<file path="src/rtl/lfsr_encrypt_stage.sv">
// LFSR stream encryptor: emits a PRE_CHAR preamble followed by plaintext read from memory,
// each symbol XORed with a 6-bit LFSR keystream, one ciphertext write per clock.
module lfsr_encrypt_stage #(
    parameter int unsigned MSG_LEN  = 64,
    parameter int unsigned PT_BASE  = 0,
    parameter int unsigned CT_BASE  = 64,
    parameter logic [7:0]  PRE_CHAR = 8'h5F,
    parameter int unsigned PRE_MIN  = 7
) (
    input  logic       clk,
    input  logic       init_n,
    input  logic       start,
    input  logic [2:0] tap_sel,
    input  logic [5:0] seed,
    input  logic [3:0] pre_len,
    output logic [7:0] raddr,
    input  logic [7:0] data_out,
    output logic       wr_en,
    output logic [7:0] waddr,
    output logic [7:0] data_in,
    output logic       busy,
    output logic       done,
    output logic       err
);

    localparam logic [7:0] PT_BASE_B = PT_BASE[7:0];
    localparam logic [7:0] CT_BASE_B = CT_BASE[7:0];
    localparam logic [7:0] LAST_CNT  = 8'(MSG_LEN - 1);
    localparam logic [3:0] PRE_MIN_B = PRE_MIN[3:0];

    typedef enum logic [1:0] {S_IDLE, S_LOAD, S_RUN, S_DONE} state_t;

    function automatic logic [5:0] tap_pattern(input logic [2:0] sel);
        case (sel)
            3'd0:    tap_pattern = 6'h21;
            3'd1:    tap_pattern = 6'h2D;
            3'd2:    tap_pattern = 6'h30;
            3'd3:    tap_pattern = 6'h33;
            3'd4:    tap_pattern = 6'h36;
            3'd5:    tap_pattern = 6'h39;
            default: tap_pattern = 6'h21;
        endcase
    endfunction

    state_t     state_q;
    logic [5:0] taps_q;
    logic [5:0] lfsr_q;
    logic [3:0] pl_q;
    logic [7:0] cnt_q;
    logic [7:0] raddr_q;
    logic [7:0] waddr_q;
    logic [7:0] data_in_q;
    logic       wr_en_q;
    logic       busy_q;
    logic       done_q;
    logic       err_q;

    logic [7:0] pl_ext_s;
    logic [7:0] cnt_nx_s;
    logic       fb_s;
    logic [5:0] lfsr_d;
    logic       last_s;
    logic [7:0] sym_s;
    logic [7:0] ct_s;
    logic [7:0] raddr_d;
    logic [7:0] data_in_s;

    // Current symbol, ciphertext and next-cycle read address; the read is combinational so
    // the ciphertext byte is formed in the same cycle its plaintext address is presented.
    always_comb begin
        pl_ext_s = {4'd0, pl_q};
        cnt_nx_s = cnt_q + 8'd1;
        fb_s     = ^(lfsr_q & taps_q);
        lfsr_d   = {lfsr_q[4:0], fb_s};
        last_s   = (cnt_q == LAST_CNT);
        if (cnt_q < pl_ext_s) begin
            sym_s = PRE_CHAR;
        end else begin
            sym_s = data_out;
        end
        ct_s = sym_s ^ {2'b00, lfsr_q};
        if (cnt_nx_s < pl_ext_s) begin
            raddr_d = PT_BASE_B;
        end else begin
            raddr_d = PT_BASE_B + cnt_nx_s - pl_ext_s;
        end
        if (state_q == S_RUN) begin
            data_in_s = ct_s;
        end else begin
            data_in_s = data_in_q;
        end
    end

    // Control FSM together with all datapath and output registers.
    always_ff @(posedge clk or negedge init_n) begin
        if (!init_n) begin
            state_q   <= S_IDLE;
            taps_q    <= 6'd0;
            lfsr_q    <= 6'd0;
            pl_q      <= 4'd0;
            cnt_q     <= 8'd0;
            raddr_q   <= 8'd0;
            waddr_q   <= 8'd0;
            data_in_q <= 8'd0;
            wr_en_q   <= 1'b0;
            busy_q    <= 1'b0;
            done_q    <= 1'b0;
            err_q     <= 1'b0;
        end else begin
            case (state_q)
                S_IDLE: begin
                    wr_en_q <= 1'b0;
                    done_q  <= 1'b0;
                    raddr_q <= PT_BASE_B;
                    if (start) begin
                        state_q <= S_LOAD;
                        busy_q  <= 1'b1;
                    end else begin
                        busy_q  <= 1'b0;
                    end
                end
                S_LOAD: begin
                    taps_q  <= tap_pattern(tap_sel);
                    lfsr_q  <= (seed == 6'd0) ? 6'h01 : seed;
                    err_q   <= (tap_sel > 3'd5) || (seed == 6'd0);
                    pl_q    <= (pre_len < PRE_MIN_B) ? PRE_MIN_B : pre_len;
                    cnt_q   <= 8'd0;
                    raddr_q <= PT_BASE_B;
                    waddr_q <= CT_BASE_B;
                    wr_en_q <= 1'b1;
                    busy_q  <= 1'b1;
                    state_q <= S_RUN;
                end
                S_RUN: begin
                    data_in_q <= ct_s;
                    lfsr_q    <= lfsr_d;
                    cnt_q     <= cnt_nx_s;
                    if (last_s) begin
                        wr_en_q <= 1'b0;
                        busy_q  <= 1'b0;
                        done_q  <= 1'b1;
                        raddr_q <= PT_BASE_B;
                        state_q <= S_DONE;
                    end else begin
                        waddr_q <= waddr_q + 8'd1;
                        raddr_q <= raddr_d;
                    end
                end
                S_DONE: begin
                    done_q  <= 1'b0;
                    wr_en_q <= 1'b0;
                    busy_q  <= 1'b0;
                    state_q <= S_IDLE;
                end
                default: begin
                    state_q <= S_IDLE;
                end
            endcase
        end
    end

    assign raddr   = raddr_q;
    assign wr_en   = wr_en_q;
    assign waddr   = waddr_q;
    assign data_in = data_in_s;
    assign busy    = busy_q;
    assign done    = done_q;
    assign err     = err_q;

endmodule

</file>
<file path="config.mk">
export PLATFORM = sky130hd
export DESIGN_NAME = lfsr_encrypt_stage
export DESIGN_NICKNAME = d
export VERILOG_FILES = /design/src/rtl/lfsr_encrypt_stage.sv
export SDC_FILE = /design/constraint.sdc
export NUM_CORES = 1
export LEC_CHECK = 0
export BUFFER_PORTS_ARGS = -buffer_cell sky130_fd_sc_hd__buf_4
export CORE_AREA = 2 2 78 80
export DETAILED_ROUTE_END_ITERATION = 6
export DIE_AREA = 0 0 80 82
export PLACE_DENSITY_LB_ADDON = 0.08
export SETUP_SLACK_MARGIN = 0.05
export SLEW_MARGIN = 20
export SYNTH_ARGS = -nofsm -noshare
export SYNTH_HDL_FRONTEND = slang
export SYNTH_SLANG_ARGS = --single-unit
</file>
<file path="constraint.sdc">
create_clock -name clk -period 2.9 [get_ports clk]
set_input_delay 0.725 -clock clk [delete_from_list [all_inputs] [get_ports clk]]
set_output_delay 0.725 -clock clk [all_outputs]
set_load 0.005 [all_outputs]
</file>
==> run_results.csv <==
group,metric,value,unit
clocking,htree_levels,2,
synth,synth_seq_cells,54,
clocking,cts_made_buffers,5,
worst_setup_path,cp-startpoint,"cnt_q[1]",
timing,timing.final.crit_period,2.78,ns
power,vdd_drop_max,509,uV
synth,ys_seq_area_share,43.1,%
worst_setup_path,cp-start-kind,"flip-flop",
detailed_routing,wl_per_cell,14.2,um
detailed_routing,routed_via_density,5.43,
detailed_routing,drt_iter0_drc,193,
clocking,cts_root_buffer,"clkbuf_8",
worst_setup_path,critical_path_required,2.17,ns
floorplan,rows,28,
synth,yosys_warnings,0,
synth,synth-main-ff-cell,"dfrtp_1",
synth,synth_top_area_share,43.1,%
power,powerDensity,963,nW/um^2
synth,synthArstFlopShare,100,%
worst_setup_path,r2r-start,"cnt_q[0]",
timing,tightest_slew,0.690,ns
timing,grt_setup_unrepaired,"true",
worst_setup_path,cp.arrival,2.06,ns
power,power_switching,1.50,mW
floorplan,die_x,80,um
timing,finalHoldViolations,0,
synth,synth_top_area_cell,"dfrtp_1",
worst_setup_path,critPathCaptureType,"primary output",
grt,grt.overflow.total,0,
power,power.internal,2.17,mW
synth,synth_area_leaders,"dfrtp_1, ha_1, nand2_1",
place,gp_congestion,0.827,
layout,fin_nets,437,
timing,finalSetupViolations,0,
outcome,status,"completed",
grt,grt_antenna_before_repair,0,
detailed_routing,final_antenna_net_count,0,
synth,synth_cells,343,
timing,hold_ws,0.445,ns
timing,fmax,359,MHz
synth,synth_edf_count,0,
grt,grt_max_degree,55,
power,leakage,1.72,nW
clocking,clockBufferDepth,2,
grt,grt_usage,22.3,%
timing,slew_violations,0,
floorplan,coreArea,5750,um^2
synth,syn_area,3140,um^2
run,cap_violations,0,
clocking,clock-sinks,54,
clocking,cts-hold-fix-buffers,0,
place,place_ws,0.273,ns
synth,synth.most_common_cell,"dfrtp_1",
layout,antenna_cells,0,
timing,slew_headroom,54.0,%
floorplan,dieHeight,82,um
grt,grt_pass1_wl,11.6,mm
clocking,tritoncts,"yes",
layout,drive_gt1_share,25.3,%
place,post-dp-hpwl,4.69,mm
power,clockPowerShare,14.0,%
synth,synthTopCellsByCount,"dfrtp_1, nand2_1, nor2_1",
clocking,clkTransAtPathRegs,0.10,ns
clocking,worstSkewPairLatency,0.31,ns
synth,synth_cell_types,54,
timing,post-route-period-util,96.0,%
power,pwr-share-seq,32.4,%
grt,grt_pass1_vias,2521,
detailed_routing,dr.pass1.iters,5,
layout,area_growth,21.7,%
worst_hold_path,min_path_type,"in2async",
power,combPwrFrac,53.6,%
timing,layout_setup_ws,0.116,ns
synth,syn_area_per_cell,9.15,um^2
detailed_routing,vias,2575,
timing,fin_worst_skew,0.00823,ns
floorplan,dieArea,6560,um^2
synth,syn-num-nets,382,
worst_setup_path,cp_max_fo,7,
floorplan,io_pins,52,
worst_setup_path,path_class,"reg2out",
power,swShare,40.9,%
detailed_routing,wl,6.74,mm
place,port_buffers,51,
detailed_routing,drc,0,
floorplan,start_util,54.6,%
==> worst max-delay path, cell delays in order, from the launching register on <==
cell     delay [ns]
dfrtp_2        0.48
ha_4           0.23
nor2b_4        0.11
o21a_1         0.18
o21ai_2        0.20
buf_6          0.17
a21oi_1        0.07
a21oi_1        0.17
buf_4          0.14
==> routing by layer <==
| layer | up-vias | GRT usage [%] | part of all wire, % |
|---|---|---|---|
| li1 | 1320 | - | - |
| met1 | 1188 | 29.9 | 46 |
| met2 | 60 | 37.2 | 49 |
| met3 | 7 | 3.85 | 4.1 |
| met4 | 0 | 6.78 | 0.85 |
| met5 | - | 0 | 0 |
==> registers in the layout, indices dropped and copies added, names as in the netlist <==
signal and flops:
busy 1, cnt_q 8, data_in_q 8, done 1, err 1, lfsr_q 6
pl_q 4, raddr 8, state_q 2, taps_q 6, waddr 8, wr_en 1
==> final cells by class <==
type / instances / area, um^2
clock buffer: 6 / 72.6
clock inverter: 2 / 37.5
fill: 499 / 1930
inverter: 17 / 67.6
multi-input combinational: 254 / 1670
sequential: 54 / 1360
tap: 75 / 93.8
timing repair buffer: 66 / 519
==> stage by stage <==
step / total power, mW / util, % / instance area, um^2 / cells / TNS, ns
final: 3.68 / 66.4 / 3820 / 474 / 0
after global routing: 4.02 / 66.4 / 3820 / 474 / -0.0128
after CTS: 3.54 / 64.1 / 3680 / 466 / 0
after detailed placement: 3.01 / 62.0 / 3560 / 457 / 0
after global placement: 2.96 / 62.0 / 3560 / 457 / 0
after floorplan: 2.43 / - / 3140 / 343 / 0
==> logic make-up after synthesis <==
family / synth area share (%)
buf+inv: 5.06
xor+xnor: 5.02
flops: 43.1
fa+ha+maj: 6.22
mux: 1.32
compound gates: 18.5
simple gates: 20.8
==> power groups by stage <==
stage | combinational (mW) | sequential, mW | clock, mW
4_1_cts | 1.83 | 1.19 | 0.529
3_3_place_gp | 1.76 | 1.20 | 0
5_1_grt | 2.23 | 1.23 | 0.559
3_5_place_dp | 1.80 | 1.21 | 0
6_report | 1.97 | 1.19 | 0.515
2_1_floorplan | 1.26 | 1.16 | 0
==> cell usage in the layout (no fill, tap or decap), types with 2 or more instances in the layout <==
| cell | netlist | layout |
|---|---|---|
| nor4_1 | 3 | 3 |
| a22oi_1 | 5 | 5 |
| buf_6 | 2 | 3 |
| a211o_1 | 6 | 6 |
| o21ai_0 | 22 | 22 |
| dfrtp_2 | 0 | 3 |
| nand2b_1 | 3 | 3 |
| inv_1 | 15 | 13 |
| o31ai_1 | 7 | 7 |
| a21oi_2 | 1 | 3 |
| nor2b_1 | 3 | 2 |
| o2bb2ai_1 | 2 | 2 |
| buf_4 | 2 | 62 |
| nor2_1 | 34 | 34 |
| nor3_1 | 4 | 4 |
| o21a_1 | 2 | 2 |
| clkbuf_8 | 0 | 5 |
| nand3b_1 | 3 | 3 |
| xor2_1 | 9 | 9 |
| ha_1 | 14 | 12 |
| a21oi_1 | 12 | 10 |
| dfrtp_1 | 54 | 51 |
| xnor2_1 | 9 | 9 |
| a31oi_1 | 7 | 7 |
| mux2i_1 | 3 | 3 |
| a22o_1 | 3 | 3 |
| and3_1 | 2 | 2 |
| nand4_1 | 8 | 8 |
| nand2_2 | 2 | 2 |
| nand2_1 | 44 | 44 |
| clkinvlp_4 | 0 | 2 |
| nand3_1 | 21 | 19 |
| inv_2 | 2 | 3 |
| o22a_1 | 3 | 3 |
| nand3_2 | 0 | 2 |
==> what timing repair did <==
item                                   4_1_cts  5_1_grt
gates resized for setup                      0       18
gates cloned                                 0        1
pin swaps                                    0        4
setup endpoints to repair                    2        8
buffers inserted                             1        7
endpoints found under the hold margin        0        0
==> final timing paths <==
kind | endpoint | slack [ns] | depth (start not counted)
worst max-delay path | data_in[6] | 0.12 | 8
worst min-delay path | raddr[1] | 0.44 | 1
worst max register to register | raddr[6] | 0.19 | 9
worst min register to register | taps_q[5] | 0.48 | 1
max in group asynchronous | cnt_q[1] | 1.95 | 1
min in group clk | taps_q[5] | 0.48 | 1
No activity file was read; power rests on OpenSTA's default activity.
